`src/rtl/alu_cmd_sequencer.sv`:
```
// ---------------------------------------------------------------------------
// alu_cmd_sequencer
//
// Command-side master for the 8-bit accumulator ALU. It takes one command per
// cmd_valid/cmd_ready handshake and expands it into the ALU opcode/data_in
// cycle sequence, including the register-A load. It then samples the ALU
// data_out and flags and returns them on a rsp_valid/rsp_ready handshake.
//
// Parameters
//   DATA_WIDTH        operand / ALU data / response data width (default 8)
//
// Ports
//   clk               system clock, all state on the rising edge
//   a_reset           asynchronous, active-high reset
//   cmd_valid/ready   command handshake (ready only in IDLE)
//   cmd_op[3:0]       0=RESET 1=ADD 2=SUB 3=AND 4=OR 5=XOR 6=LSHIFT 7=RSHIFT
//                     8=LOADA 9=READ, A-F illegal
//   cmd_operand       register-A value, sampled at acceptance only
//   rsp_valid/ready   response handshake
//   rsp_data          ALU data_out captured in SETTLE
//   rsp_zero/rsp_ovf  ALU flags captured in SETTLE
//   rsp_err           command was illegal, no ALU opcode issued
//   alu_opcode        registered opcode to the ALU (4'hF = NOOP when idle)
//   alu_data_in       registered data to the ALU
//   alu_data_out      ALU output register
//   alu_acc_zero      ALU zero flag
//   alu_acc_overflow  ALU overflow flag
//
// Build option
//   ALU_SEQ_AUTO_OUT_EN  when defined, ops 0-7 get one extra cycle that
//                        issues ALU OUT (9) after EXEC, so rsp_data carries
//                        the fresh accumulator low byte.
// ---------------------------------------------------------------------------
module alu_cmd_sequencer #(
    parameter int DATA_WIDTH = 8
) (
    input  logic                  clk,
    input  logic                  a_reset,

    input  logic                  cmd_valid,
    output logic                  cmd_ready,
    input  logic [3:0]            cmd_op,
    input  logic [DATA_WIDTH-1:0] cmd_operand,

    output logic                  rsp_valid,
    input  logic                  rsp_ready,
    output logic [DATA_WIDTH-1:0] rsp_data,
    output logic                  rsp_zero,
    output logic                  rsp_ovf,
    output logic                  rsp_err,

    output logic [3:0]            alu_opcode,
    output logic [DATA_WIDTH-1:0] alu_data_in,
    input  logic [DATA_WIDTH-1:0] alu_data_out,
    input  logic                  alu_acc_zero,
    input  logic                  alu_acc_overflow
);

    localparam logic [3:0] OP_RESET = 4'h0;
    localparam logic [3:0] OP_LOADA = 4'h8;
    localparam logic [3:0] OP_OUT   = 4'h9;
    localparam logic [3:0] OP_NOOP  = 4'hF;

    typedef enum logic [2:0] {
        S_IDLE,
        S_LOADA,
        S_EXEC,
        S_SETTLE,
        S_RESP
`ifdef ALU_SEQ_AUTO_OUT_EN
        ,
        S_OUT
`endif
    } state_t;

    state_t                  r_state;
    state_t                  w_nxt_state;

    logic [3:0]              r_op;
    logic [3:0]              r_alu_opcode;
    logic [DATA_WIDTH-1:0]   r_alu_data_in;
    logic [DATA_WIDTH-1:0]   r_rsp_data;
    logic                    r_rsp_zero;
    logic                    r_rsp_ovf;
    logic                    r_rsp_err;

    logic                    w_accept;
    logic                    w_illegal;
    logic [3:0]              w_op;
    logic [3:0]              w_nxt_opcode;
    logic [DATA_WIDTH-1:0]   w_nxt_data_in;

    assign w_illegal = (cmd_op > OP_OUT);

    // In IDLE the command has not been latched yet, so the opcode for the
    // first issued cycle must come straight from the command port.
    assign w_op = (r_state == S_IDLE) ? cmd_op : r_op;

    // ---------------------------------------------------------------------
    // Next-state and next-ALU-output logic. The ALU outputs are registered
    // from the next state, so the opcode is on the wire during the cycle
    // the FSM spends in the matching state.
    // ---------------------------------------------------------------------
    always_comb begin
        w_nxt_state   = r_state;
        w_accept      = 1'b0;
        w_nxt_opcode  = OP_NOOP;
        w_nxt_data_in = r_alu_data_in;

        case (r_state)
            S_IDLE: begin
                if (cmd_valid) begin
                    w_accept = 1'b1;
                    case (cmd_op)
                        4'h1, 4'h2, 4'h3, 4'h4, 4'h5,
                        OP_LOADA:                     w_nxt_state = S_LOADA;
                        OP_RESET, 4'h6, 4'h7, OP_OUT: w_nxt_state = S_EXEC;
                        default:                      w_nxt_state = S_RESP;
                    endcase
                end
            end
            S_LOADA: begin
                w_nxt_state = (r_op == OP_LOADA) ? S_SETTLE : S_EXEC;
            end
            S_EXEC: begin
`ifdef ALU_SEQ_AUTO_OUT_EN
                w_nxt_state = (r_op <= 4'h7) ? S_OUT : S_SETTLE;
`else
                w_nxt_state = S_SETTLE;
`endif
            end
`ifdef ALU_SEQ_AUTO_OUT_EN
            S_OUT: begin
                w_nxt_state = S_SETTLE;
            end
`endif
            S_SETTLE: begin
                w_nxt_state = S_RESP;
            end
            S_RESP: begin
                if (rsp_ready) begin
                    w_nxt_state = S_IDLE;
                end
            end
            default: begin
                w_nxt_state = S_IDLE;
            end
        endcase

        case (w_nxt_state)
            S_LOADA: begin
                w_nxt_opcode  = OP_LOADA;
                w_nxt_data_in = cmd_operand;
            end
            S_EXEC: begin
                w_nxt_opcode = w_op;
            end
`ifdef ALU_SEQ_AUTO_OUT_EN
            S_OUT: begin
                w_nxt_opcode = OP_OUT;
            end
`endif
            default: begin
                w_nxt_opcode = OP_NOOP;
            end
        endcase
    end

    // ---------------------------------------------------------------------
    // State and output registers
    // ---------------------------------------------------------------------
    always_ff @(posedge clk or posedge a_reset) begin
        if (a_reset) begin
            r_state       <= S_IDLE;
            r_op          <= '0;
            r_alu_opcode  <= OP_NOOP;
            r_alu_data_in <= '0;
            r_rsp_data    <= '0;
            r_rsp_zero    <= 1'b0;
            r_rsp_ovf     <= 1'b0;
            r_rsp_err     <= 1'b0;
        end else begin
            r_state       <= w_nxt_state;
            r_alu_opcode  <= w_nxt_opcode;
            r_alu_data_in <= w_nxt_data_in;

            if (w_accept) begin
                r_op <= cmd_op;
                // Illegal commands skip the ALU entirely; data/flags keep
                // the previous response values.
                if (w_illegal) begin
                    r_rsp_err <= 1'b1;
                end
            end

            if (r_state == S_SETTLE) begin
                r_rsp_data <= alu_data_out;
                r_rsp_zero <= alu_acc_zero;
                r_rsp_ovf  <= alu_acc_overflow;
                r_rsp_err  <= 1'b0;
            end
        end
    end

    assign cmd_ready   = (r_state == S_IDLE);
    assign rsp_valid   = (r_state == S_RESP);
    assign rsp_data    = r_rsp_data;
    assign rsp_zero    = r_rsp_zero;
    assign rsp_ovf     = r_rsp_ovf;
    assign rsp_err     = r_rsp_err;
    assign alu_opcode  = r_alu_opcode;
    assign alu_data_in = r_alu_data_in;

endmodule
```
`config.mk`:
```
export PLATFORM = sky130hd
export DESIGN_NAME = alu_cmd_sequencer
export DESIGN_NICKNAME = d
export VERILOG_FILES = /design/src/rtl/alu_cmd_sequencer.sv
export SDC_FILE = /design/constraint.sdc
export NUM_CORES = 1
export LEC_CHECK = 0
export BUFFER_PORTS_ARGS = -buffer_cell sky130_fd_sc_hd__buf_2
export CORE_ASPECT_RATIO = 1.2
export CORE_MARGIN = 3
export CORE_UTILIZATION = 48
export DETAILED_ROUTE_END_ITERATION = 10
export PLACE_DENSITY = 0.79
export SLEW_MARGIN = 30
export SYNTH_ARGS = -nofsm -noshare
export SYNTH_HDL_FRONTEND = slang
export SYNTH_SLANG_ARGS = --single-unit
```
`constraint.sdc`:
```
create_clock -name clk -period 2.1 [get_ports clk]
set_clock_uncertainty 0.2 [all_clocks]
set_input_delay 0.42 -clock clk [delete_from_list [all_inputs] [get_ports clk]]
set_output_delay 0.42 -clock clk [all_outputs]
set_load 0.05 [all_outputs]
```
==> impl_metrics.toml <==
[cts]
cts_setup_buffers = 0
cts_max_level = 2
clockRootBuffer = "clkbuf_4"
clkTransAtPathRegs_ns = 0.09
clock-sinks = 30
tritoncts = "done"
clk_path_buf_depth = 2
clk_latency_ns = 0.33
cts_made_buffers = 5

[yosys]
async_flop_share_pct = 100.0
syn_area_um2 = 1348
synth_seq_cells = 30
synth_flop_cell = "dfrtp_1"
seq_area_frac_synth_pct = 56.08
yosys.area.top_type = "dfrtp_1"
synth_fp_nets = 123
synth_top_cell_area_share_pct = 48.28
synth_area_leaders = "dfrtp_1, mux2_2, dfstp_2"
yosysWarnings = 0
synth_edf_count = 0
synthDistinctLibCells = 35
syn_inst = 97
syn_area_per_cell_um2 = 13.89

[critical_path]
start_kind = "register"
slowest_stage = "dfrtp_2"
arrival_ns = 1.37
reg2reg_setup_slack_ns = 0.35
rr_worst_depth = 5
worstReg2RegStart = "r_state[2]"
startpoint = "r_state[2]"
crit_type = "register to primary output"
crit_path_end = "cmd_ready"
r2r_end = "alu_data_in[6]"
worst_ep_required_time_ns = 1.48
crit_chain = "nor3_4 -> buf_6 -> buf_6"
end_kind = "primary output"
slowest_delay_ns = 0.46
worst-path-max-fanout = 7
crit_top_cell = "buf_6"

[routing]
drtIter0Drc = 14
post_drt_wl_per_cell_um = 14.24
post_drt_via_cell_ratio = 5.251
wl_um = 2719
route.detailed.drc = 0
ant_nets = 0
vias = 1003
dr.pass1.iters = 4

[timing]
finalCritPeriodShare_pct = 94.91
rsz0062_at_grt = "no"
setup_viol = 0
hold_viol = 0
maxSlewHeadroom_pct = 63.04
tns_ns = 0
max_clock_freq_ghz = 0.5017
worst_slack_ns = 0.1069
maxSlewViolCount = 0
finalCriticalPeriod_ns = 1.993
whs_ns = 0.1081
worstMarginPinSlew_ns = 0.5527

[global_route]
grt_usage_pct = 18.38
grt_max_degree = 31
gr-total-overflow = 0
antenna_found_initial = 0
grt_pass1_vias = 1023
grt_pass1_wl_um = 4540

[hold_path]
min_path_type = "primary input to register"
whs_path_depth = 2

[floorplan]
die_area_um2 = 3482
initial_core_util_pct = 51.78
die_w_um = 54.37
fp.dieH_um = 64.04
ios = 51
row_count = 20
core_um2 = 2603

[layout]
syn_to_final_growth_pct = 31.94
nets = 183
drive_gt1_share_pct = 62.66
antenna_cells = 0
postLayoutCoreUtil_pct = 68.32
fillers = 206

[power_and_ir_drop]
p_per_area_nw_per_um2 = 1844
power_leakage_nw = 0.8526
ir_worst_vdd_v = 0.001202
finalPower_mw = 3.278

[placed_design]
gp_congestion = 0.8415
place_hpwl_um = 2104
pre_cts_slack_ns = -0.01901
io_buffers = 50

[job]
cap_violations = 0

[status]
status = "completed"
## cell usage after synthesis (all sizes together), types with 2 or more instances
master	number
buf	5
a31oi	3
dfrtp	26
nor3	4
o21ai	2
mux2i	4
mux2	22
or3b	2
nor2	6
dfstp	4
nand2	3
inv	2
## logic make-up (layout without fill, tap and decap cells)
group                  count (synthesis)  after routing  share of synthesized area, %
buffers and inverters                  8             69                         3.806
flip-flops                            30             30                         56.08
AO/OA/AOI/OAI                         13             13                         7.057
multiplexers                          26             26                         23.31
AND/OR/NAND/NOR                       20             20                         9.751
## stage by stage
stage | cells | area, µm²
after CTS | 191 | 1765
after detailed placement | 182 | 1673
after global placement | 182 | 1673
after global routing | 191 | 1778
after floorplan | 97 | 1359
final | 191 | 1778
## cells in the final DEF, fill, tap and decap left out, types with 2 or more instances in the layout
cell type   n
dfstp_2     4
dfrtp_2     3
mux2_4      7
o21ai_0     2
a31oi_1     3
clkbuf_4    6
mux2i_1     4
buf_6       2
nor2_1      5
nand2_1     2
buf_4       6
mux2_2     14
nor3_1      3
clkbuf_8    3
inv_1       2
dfrtp_1    23
buf_2      48
## per-layer routing
metal	share of wire [%]	GRT usage [%]
met2	54	29.94
met1	36	20.15
met5	0	0
met3	8.7	8.159
met4	1.5	7.477
## report_power, final
part | internal [mW] | total, mW | switching [mW] | leakage [nW]
sequential | 0.871 | 1.05 | 0.183 | 0.348
clock | 0.229 | 0.421 | 0.192 | 0.0446
combinational | 0.618 | 1.80 | 1.18 | 0.460
## critical path: cells and delay by family, from the launching register on
| kind | cells | cell delay [ns] |
|---|---|---|
| buffers and inverters | 2 | 0.32 |
| DFF | 1 | 0.46 |
| and+or+nand+nor | 1 | 0.26 |
## worst min-delay path by stage
stage / start / end / slack [ns]
detailed placement: rsp_err / rsp_err / 0.28
finish: cmd_operand[6] / alu_data_in[6] / 0.11
global placement: alu_data_in[6] / alu_data_in[6] / 0.27
CTS: cmd_operand[6] / alu_data_in[6] / 0.09
global route: rsp_ready / r_state[2] / 0.09
floorplan: r_op[3] / r_op[3] / 0.30
## layout make-up
| class | instances | area (µm²) | share of cell area, % |
|---|---|---|---|
| sequential | 30 | 759.5 | 42.72 |
| multi-input combinational | 59 | 545.5 | 30.68 |
| inverter | 2 | 7.507 | 0.4222 |
| tap | 33 | 41.29 | 2.322 |
| clock buffer | 8 | 78.83 | 4.433 |
| timing repair buffer | 59 | 345.3 | 19.42 |
## sequential cells by signal (all words and copies together), names as in the netlist
signal / flops
r_state: 3
alu_data_in: 8
rsp_zero: 1
r_op: 4
alu_opcode: 4
rsp_ovf: 1
rsp_err: 1
rsp_data: 8
## what timing repair did
item / CTS / global route
gates resized for setup: 2 / 5
setup endpoints to repair: 1 / 2
pin swaps: 0 / 1
hold buffers: 1 / 0
endpoints found under the hold margin: 26 / 0
gates cloned: 0 / 0
No activity file was read; power rests on OpenSTA's default activity.
